<file path="src/rtl/matmul_mem_ctrl.sv">
// Initiator for a 4-port data memory: reads an M/K/N header and computes C = A x B with one MAC.
// Define READBACK_CHECK_EN to re-read each written C element through port 3 and flag mismatches.
module matmul_mem_ctrl #(
  parameter int ADDR_W   = 8,
  parameter int DATA_W   = 16,
  parameter int HDR_BASE = 0
) (
  input  logic              clock,
  input  logic              reset_n,
  input  logic              start,
  output logic              busy,
  output logic              done,
  output logic              error,
  output logic              write_en0,
  output logic              write_en1,
  output logic              write_en2,
  output logic              write_en3,
  output logic [ADDR_W-1:0] addr0,
  output logic [ADDR_W-1:0] addr1,
  output logic [ADDR_W-1:0] addr2,
  output logic [ADDR_W-1:0] addr3,
  output logic [DATA_W-1:0] datain0,
  output logic [DATA_W-1:0] datain1,
  output logic [DATA_W-1:0] datain2,
  output logic [DATA_W-1:0] datain3,
  input  logic [DATA_W-1:0] dataout0,
  input  logic [DATA_W-1:0] dataout1,
  input  logic [DATA_W-1:0] dataout2,
  input  logic [DATA_W-1:0] dataout3
);
  localparam int AW2 = 2*ADDR_W + 2;
  typedef logic [AW2-1:0] wide_t;
  localparam logic [DATA_W-1:0] DIM_MAX  = DATA_W'((1 << ADDR_W) - 1);
  localparam wide_t             ADDR_MAX = wide_t'((1 << ADDR_W) - 1);
  localparam wide_t             A_BASE   = wide_t'(HDR_BASE + 3);

  typedef enum logic [3:0] {
    S_IDLE, S_HDR_REQ, S_HDR_WAIT, S_CHECK, S_MAC, S_DRAIN, S_WRITE, S_RB, S_DONE
  } state_t;

  state_t            state_q, state_d;
  logic [DATA_W-1:0] m_q, m_d, k_q, k_d, n_q, n_d, acc_q, acc_d;
  logic [ADDR_W-1:0] i_q, i_d, j_q, j_d, kc_q, kc_d;
  logic [ADDR_W-1:0] addr0_q, addr0_d, addr1_q, addr1_d;
  logic              error_q, error_d;

  wide_t             m_w, k_w, n_w, b_base, c_base, c_last;
  logic [ADDR_W-1:0] a_addr, b_addr, c_addr;
  logic [DATA_W-1:0] prod;
  logic              dim_zero, dim_big, last_k, last_elem;

`ifdef READBACK_CHECK_EN
  logic [ADDR_W-1:0] rb_addr_q, rb_addr_d;
  logic [DATA_W-1:0] rb_data_q, rb_data_d;
  logic              rb_pend_q, rb_pend_d, last_q, last_d;
`else
  logic unused_rb;
  assign unused_rb = ^dataout3;
`endif

  // Dimensions above 2^ADDR_W-1 are rejected up front, so 2*ADDR_W+2 bits hold every sum below.
  always_comb begin
    m_w       = wide_t'(m_q);
    k_w       = wide_t'(k_q);
    n_w       = wide_t'(n_q);
    b_base    = A_BASE + m_w * k_w;
    c_base    = b_base + k_w * n_w;
    c_last    = c_base + m_w * n_w - wide_t'(1);
    a_addr    = ADDR_W'(A_BASE + wide_t'(i_q) * k_w + wide_t'(kc_q));
    b_addr    = ADDR_W'(b_base + wide_t'(kc_q) * n_w + wide_t'(j_q));
    c_addr    = ADDR_W'(c_base + wide_t'(i_q) * n_w + wide_t'(j_q));
    prod      = dataout0 * dataout1;
    dim_zero  = (m_q == '0) || (k_q == '0) || (n_q == '0);
    dim_big   = (m_q > DIM_MAX) || (k_q > DIM_MAX) || (n_q > DIM_MAX);
    last_k    = (kc_q == k_q[ADDR_W-1:0] - ADDR_W'(1));
    last_elem = (i_q == m_q[ADDR_W-1:0] - ADDR_W'(1)) && (j_q == n_q[ADDR_W-1:0] - ADDR_W'(1));
  end

  always_comb begin
    // NOTE: every output of this block is defaulted first so no path can infer a latch.
    state_d   = state_q;
    m_d       = m_q;
    k_d       = k_q;
    n_d       = n_q;
    i_d       = i_q;
    j_d       = j_q;
    kc_d      = kc_q;
    acc_d     = acc_q;
    error_d   = error_q;
    addr0_d   = addr0_q;
    addr1_d   = addr1_q;
    busy      = 1'b1;
    done      = 1'b0;
    write_en2 = 1'b0;
    addr2     = '0;
    datain2   = '0;
    write_en3 = 1'b0;
    addr3     = '0;
`ifdef READBACK_CHECK_EN
    rb_addr_d = rb_addr_q;
    rb_data_d = rb_data_q;
    rb_pend_d = 1'b0;
    last_d    = last_q;
    if (rb_pend_q && (dataout3 != rb_data_q)) error_d = 1'b1;
`endif
    unique case (state_q)
      S_IDLE: begin
        busy = 1'b0;
        if (start) begin
          state_d = S_HDR_REQ;
          error_d = 1'b0;
        end
      end
      S_HDR_REQ: begin
        addr0_d = ADDR_W'(HDR_BASE);
        addr1_d = ADDR_W'(HDR_BASE + 1);
        addr2   = ADDR_W'(HDR_BASE + 2);
        state_d = S_HDR_WAIT;
      end
      S_HDR_WAIT: begin
        m_d     = dataout0;
        k_d     = dataout1;
        n_d     = dataout2;
        state_d = S_CHECK;
      end
      S_CHECK: begin
        if (dim_zero || dim_big || (c_last > ADDR_MAX)) begin
          error_d = 1'b1;
          state_d = S_DONE;
        end else begin
          i_d     = '0;
          j_d     = '0;
          kc_d    = '0;
          acc_d   = '0;
          state_d = S_MAC;
        end
      end
      S_MAC: begin
        addr0_d = a_addr;
        addr1_d = b_addr;
        kc_d    = kc_q + ADDR_W'(1);
        // Read data lags the address by one cycle, so the first MAC cycle has nothing to add.
        if (kc_q != '0) acc_d = acc_q + prod;
        if (last_k) state_d = S_DRAIN;
      end
      S_DRAIN: begin
        acc_d   = acc_q + prod;
        state_d = S_WRITE;
      end
      S_WRITE: begin
        write_en2 = 1'b1;
        addr2     = c_addr;
        datain2   = acc_q;
        kc_d      = '0;
        acc_d     = '0;
        if (j_q == n_q[ADDR_W-1:0] - ADDR_W'(1)) begin
          j_d = '0;
          i_d = i_q + ADDR_W'(1);
        end else begin
          j_d = j_q + ADDR_W'(1);
        end
`ifdef READBACK_CHECK_EN
        rb_addr_d = c_addr;
        rb_data_d = acc_q;
        last_d    = last_elem;
        state_d   = S_RB;
`else
        state_d   = last_elem ? S_DONE : S_MAC;
`endif
      end
`ifdef READBACK_CHECK_EN
      S_RB: begin
        addr3     = rb_addr_q;
        rb_pend_d = 1'b1;
        state_d   = last_q ? S_DONE : S_MAC;
      end
`endif
      S_DONE: begin
        busy    = 1'b0;
        done    = 1'b1;
        state_d = S_IDLE;
      end
      default: state_d = S_IDLE;
    endcase
  end

  // NOTE: sequential state uses non-blocking assignments so every flop samples pre-edge values.
  always_ff @(posedge clock or negedge reset_n) begin
    if (!reset_n) begin
      state_q <= S_IDLE;
      m_q     <= '0;
      k_q     <= '0;
      n_q     <= '0;
      i_q     <= '0;
      j_q     <= '0;
      kc_q    <= '0;
      acc_q   <= '0;
      error_q <= 1'b0;
      addr0_q <= '0;
      addr1_q <= '0;
    end else begin
      state_q <= state_d;
      m_q     <= m_d;
      k_q     <= k_d;
      n_q     <= n_d;
      i_q     <= i_d;
      j_q     <= j_d;
      kc_q    <= kc_d;
      acc_q   <= acc_d;
      error_q <= error_d;
      addr0_q <= addr0_d;
      addr1_q <= addr1_d;
    end
  end

`ifdef READBACK_CHECK_EN
  always_ff @(posedge clock or negedge reset_n) begin
    if (!reset_n) begin
      rb_addr_q <= '0;
      rb_data_q <= '0;
      rb_pend_q <= 1'b0;
      last_q    <= 1'b0;
    end else begin
      rb_addr_q <= rb_addr_d;
      rb_data_q <= rb_data_d;
      rb_pend_q <= rb_pend_d;
      last_q    <= last_d;
    end
  end
`endif

  assign error     = error_q;
  assign addr0     = addr0_d;
  assign addr1     = addr1_d;
  assign write_en0 = 1'b0;
  assign write_en1 = 1'b0;
  assign datain0   = '0;
  assign datain1   = '0;
  assign datain3   = '0;
endmodule

</file>
<file path="config.mk">
export PLATFORM = sky130hd
export DESIGN_NAME = matmul_mem_ctrl
export DESIGN_NICKNAME = d
export VERILOG_FILES = /design/src/rtl/matmul_mem_ctrl.sv
export SDC_FILE = /design/constraint.sdc
export NUM_CORES = 2
export LEC_CHECK = 0
export CELL_PAD_IN_SITES_DETAIL_PLACEMENT = 0
export CELL_PAD_IN_SITES_GLOBAL_PLACEMENT = 1
export CORE_ASPECT_RATIO = 1.1
export CORE_MARGIN = 4
export CORE_UTILIZATION = 44
export CTS_CLUSTER_DIAMETER = 50
export CTS_CLUSTER_SIZE = 10
export DETAILED_ROUTE_END_ITERATION = 8
export PLACE_DENSITY = 0.85
export SETUP_SLACK_MARGIN = 0.1
export SLEW_MARGIN = 20
export SYNTH_ARGS = -nofsm -noshare
export SYNTH_HDL_FRONTEND = slang
export SYNTH_SLANG_ARGS = --single-unit
</file>
<file path="constraint.sdc">
create_clock -name clock -period 13.2 [get_ports clock]
set_clock_uncertainty 0.2 [all_clocks]
set_input_delay 2.64 -clock clock [delete_from_list [all_inputs] [get_ports clock]]
set_output_delay 2.64 -clock clock [all_outputs]
set_load 0.05 [all_outputs]
</file>
==> results_dict.tcl <==
set metrics [dict create \
    status "finished, violations left" \
    violations "setup timing" \
    worst-endpoint-required_ns 13.33 \
    synth.yosys.seq_area_share 0.0926 \
    fp-row-count 99 \
    htreeDepth 3 \
    hold_class "reg2reg" \
    wl_per_cell_um 17.6 \
    rsz0062_at_grt "true" \
    num_vias 22553 \
    fillers 6301 \
    die_y_um 279 \
    utilization 0.500 \
    timing.final.hold_violations 0 \
    yosys.area_share.simple 0.155 \
    stdcell_area_sq_um 33200 \
    drtIter0Drc 1215 \
    max_cap_viol_count 0 \
    syn2layout_area_growth_pct 12.7 \
    synth_fa_ha_area_frac 0.474 \
    grt_pass1_vias 24131 \
    worst_slack_ns -0.0122 \
    clockBufferDepth 2 \
    maxSlewViolCount 0 \
    grt_max_degree 56 \
    cts.sinks 109 \
    clkSlewWorstSetupHoldPaths_ns 0.09 \
    syn_inst 3402 \
    synth_edf_count 0 \
    postRouteAntennaNets 0 \
    path_buf_inv 10 \
    multi_input_area_sq_um 23600 \
    synth_seq_cells 109 \
    synth_top_family_by_area "adder cells" \
    cpLargestDelayFamily "adder cells" \
    startpoint_type "flip-flop" \
    async_flop_share 1.00 \
    path_class "reg2reg" \
    cts_buffers 9 \
    min_from "addr1_q[3]$_DFF_PN0_" \
    r2r-start "m_q[5]$_DFFE_PN0P_" \
    setup_tns_ns -0.0170 \
    crit_path_frequent_cell "fa_1" \
    dp_hpwl_mm 62.4 \
    critPathArrivalTime_ns 13.34 \
    io_buffer_count 94 \
    fmaxAchievable_mhz 75.7 \
    drive_gt1_frac 0.112 \
    antenna_found_initial 1 \
    routed_wl_mm 77.5 \
    r2r_setup_slack_ns -0.01 \
    placed_area_sq_um 32100 \
    via_per_inst 5.11 \
    avgSynthCellArea_sq_um 8.66 \
    synthXorXnorAreaFrac 0.0765 \
    yosysUniqueCellTypes 64 \
    syn-cell-area_sq_um 29500 \
    grt_pass1_wl_mm 127 \
    core-area_sq_um 66400 \
    drcViolationCount 0 \
    worstSkewPairLatency_ns 0.39 \
    whs_path_depth 2 \
    drtPass1Iterations 6 \
    post-route-period-util 1.00 \
    register_area_sq_um 2740 \
    cts_tree "done" \
    synth_warnings 0 \
    synth_compound_area_frac 0.0516 \
    grt_util_all_layers 0.224 \
    diodes 0 \
    nets 4419 \
    max_slew_margin 0.249 \
    hold_end "addr1_q[3]$_DFF_PN0_" \
    synth_ff_type "dfrtp_1" \
    root_buffer "clkbuf_16" \
    end_kind "flip-flop" \
    die_w_um 255 \
    reg2reg_depth 48 \
    max_slew.worst_pin.slew_ns 1.13 \
    critPathMaxFanout 7 \
    grt_remaining_overflow 0 \
    dieArea_sq_um 71200 \
    r2r_end "kc_q[6]$_DFFE_PN0P_" \
    routabilityCongestion 0.895 \
    period_needed_ns 13.21 \
    cp.depth 48 \
    initial_core_util 0.444 \
    synthMuxAreaShare 0.0170 \
    slowest_delay_ns 0.55 \
    pin_count 170 \
    setup_violations 2 \
    cpMaxStageDelayCell "fa_1" \
]
-- sequential cells by signal, summed over array words and instances (netlist names), 8 cells and up --
| register | count |
|---|---|
| addr0_q | 8 |
| k_q | 16 |
| kc_q | 8 |
| m_q | 16 |
| addr1_q | 8 |
| j_q | 8 |
| i_q | 8 |
| n_q | 16 |
| acc_q | 16 |
-- cell usage after synthesis (all sizes together), types with 13 or more instances --
| master | number | area (sq um) |
|---|---|---|
| a21o | 19 | 143 |
| a21oi | 55 | 275 |
| a22o | 21 | 184 |
| and2 | 253 | 1580 |
| buf | 86 | 577 |
| clkbuf | 153 | 574 |
| dfrtp | 109 | 2730 |
| fa | 524 | 10500 |
| ha | 277 | 3470 |
| inv | 743 | 2790 |
| mux2 | 41 | 462 |
| nand2 | 524 | 1970 |
| nand3 | 17 | 85.1 |
| nor2 | 93 | 349 |
| nor3 | 14 | 70.1 |
| o21ai | 62 | 310 |
| o21bai | 13 | 97.6 |
| xnor2 | 183 | 1600 |
| xor2 | 69 | 604 |
-- through the flow --
stage                     cells  hold WS [ns]  worst slack, ns
after floorplan            3460         0.273            0.104
after global placement     4369         0.282           -0.625
after detailed placement   4369         0.291           -0.763
after CTS                  4404         0.313           -0.109
after global routing       4414         0.338           -0.429
final                      4414         0.307          -0.0122
-- worst max path at each step --
stage                             startpoint             endpoint  slack, ns
after detailed placement  k_q[5]$_DFFE_PN0P_   j_q[2]$_DFFE_PN0P_      -0.76
after global routing      k_q[5]$_DFFE_PN0P_  kc_q[6]$_DFFE_PN0P_      -0.43
after global placement    k_q[5]$_DFFE_PN0P_   j_q[2]$_DFFE_PN0P_      -0.62
after CTS                 k_q[5]$_DFFE_PN0P_  kc_q[5]$_DFFE_PN0P_      -0.11
after floorplan           k_q[5]$_DFFE_PN0P_  kc_q[5]$_DFFE_PN0P_       0.10
final                     m_q[5]$_DFFE_PN0P_  kc_q[6]$_DFFE_PN0P_      -0.01
-- placed cells by master, fill, tap and decap left out, types with 19 or more instances in the layout --
cell / Yosys / layout
o21ai_0: 61 / 42
inv_1: 743 / 726
clkdlybuf4s50_1: 0 / 93
a21oi_1: 55 / 44
a21o_1: 19 / 19
xor2_1: 69 / 68
nor2_1: 93 / 90
mux2_2: 41 / 41
nand2_1: 524 / 522
xnor2_1: 183 / 176
buf_4: 59 / 202
dfrtp_1: 109 / 99
ha_1: 277 / 258
fa_1: 524 / 514
conb_1: 1 / 59
a22o_1: 21 / 21
and2_1: 253 / 247
-- cell type report --
class                      instances  share of cell area
tap                              858              0.0323
sequential                       109              0.0825
multi-input combinational       2368               0.709
inverter                         744              0.0841
timing repair buffer             319              0.0831
clock inverter                     6             0.00166
clock buffer                      10             0.00690
-- timing repair --
| action | 4_1_cts | 5_1_grt |
|---|---|---|
| endpoints found under the setup margin | 43 | 43 |
| pin swaps | 64 | 77 |
| hold buffers | 0 | 0 |
| setup buffers | 19 | 9 |
| resized for setup | 76 | 77 |
| gates cloned | 0 | 1 |
-- worst reg2reg max path, delay by kind of cell, from the launching register on --
kind | cells | cell delay (ns)
buffers and inverters | 10 | 0.76
AND/OR/NAND/NOR | 11 | 1.90
XOR/XNOR | 2 | 0.24
AO/OA/AOI/OAI | 7 | 1.49
flip-flops | 1 | 0.46
adder cells (fa/ha/maj) | 18 | 8.13
-- cells by family (layout without fill, tap and decap cells) --
group | after synthesis | in the layout
buffers and inverters | 983 | 1079
xor gates and xnor gates | 254 | 254
DFF | 109 | 109
AOI/OAI and AO/OA | 231 | 231
other | 1 | 59
and+or+nand+nor | 978 | 978
adders and majority gates | 801 | 801
muxes | 45 | 45
-- routing by layer --
metal | share of wire | global-route usage | vias to the layer above
li1 | - | - | 10282
met1 | 0.41 | 0.292 | 11454
met2 | 0.50 | 0.400 | 699
met3 | 0.056 | 0.0221 | 118
met4 | 0.029 | 0.0597 | 0
met5 | 0 | 0 | -
Power is not shown: default switching activity piles up to over one toggle a cycle in this logic, so the estimate is an artifact.
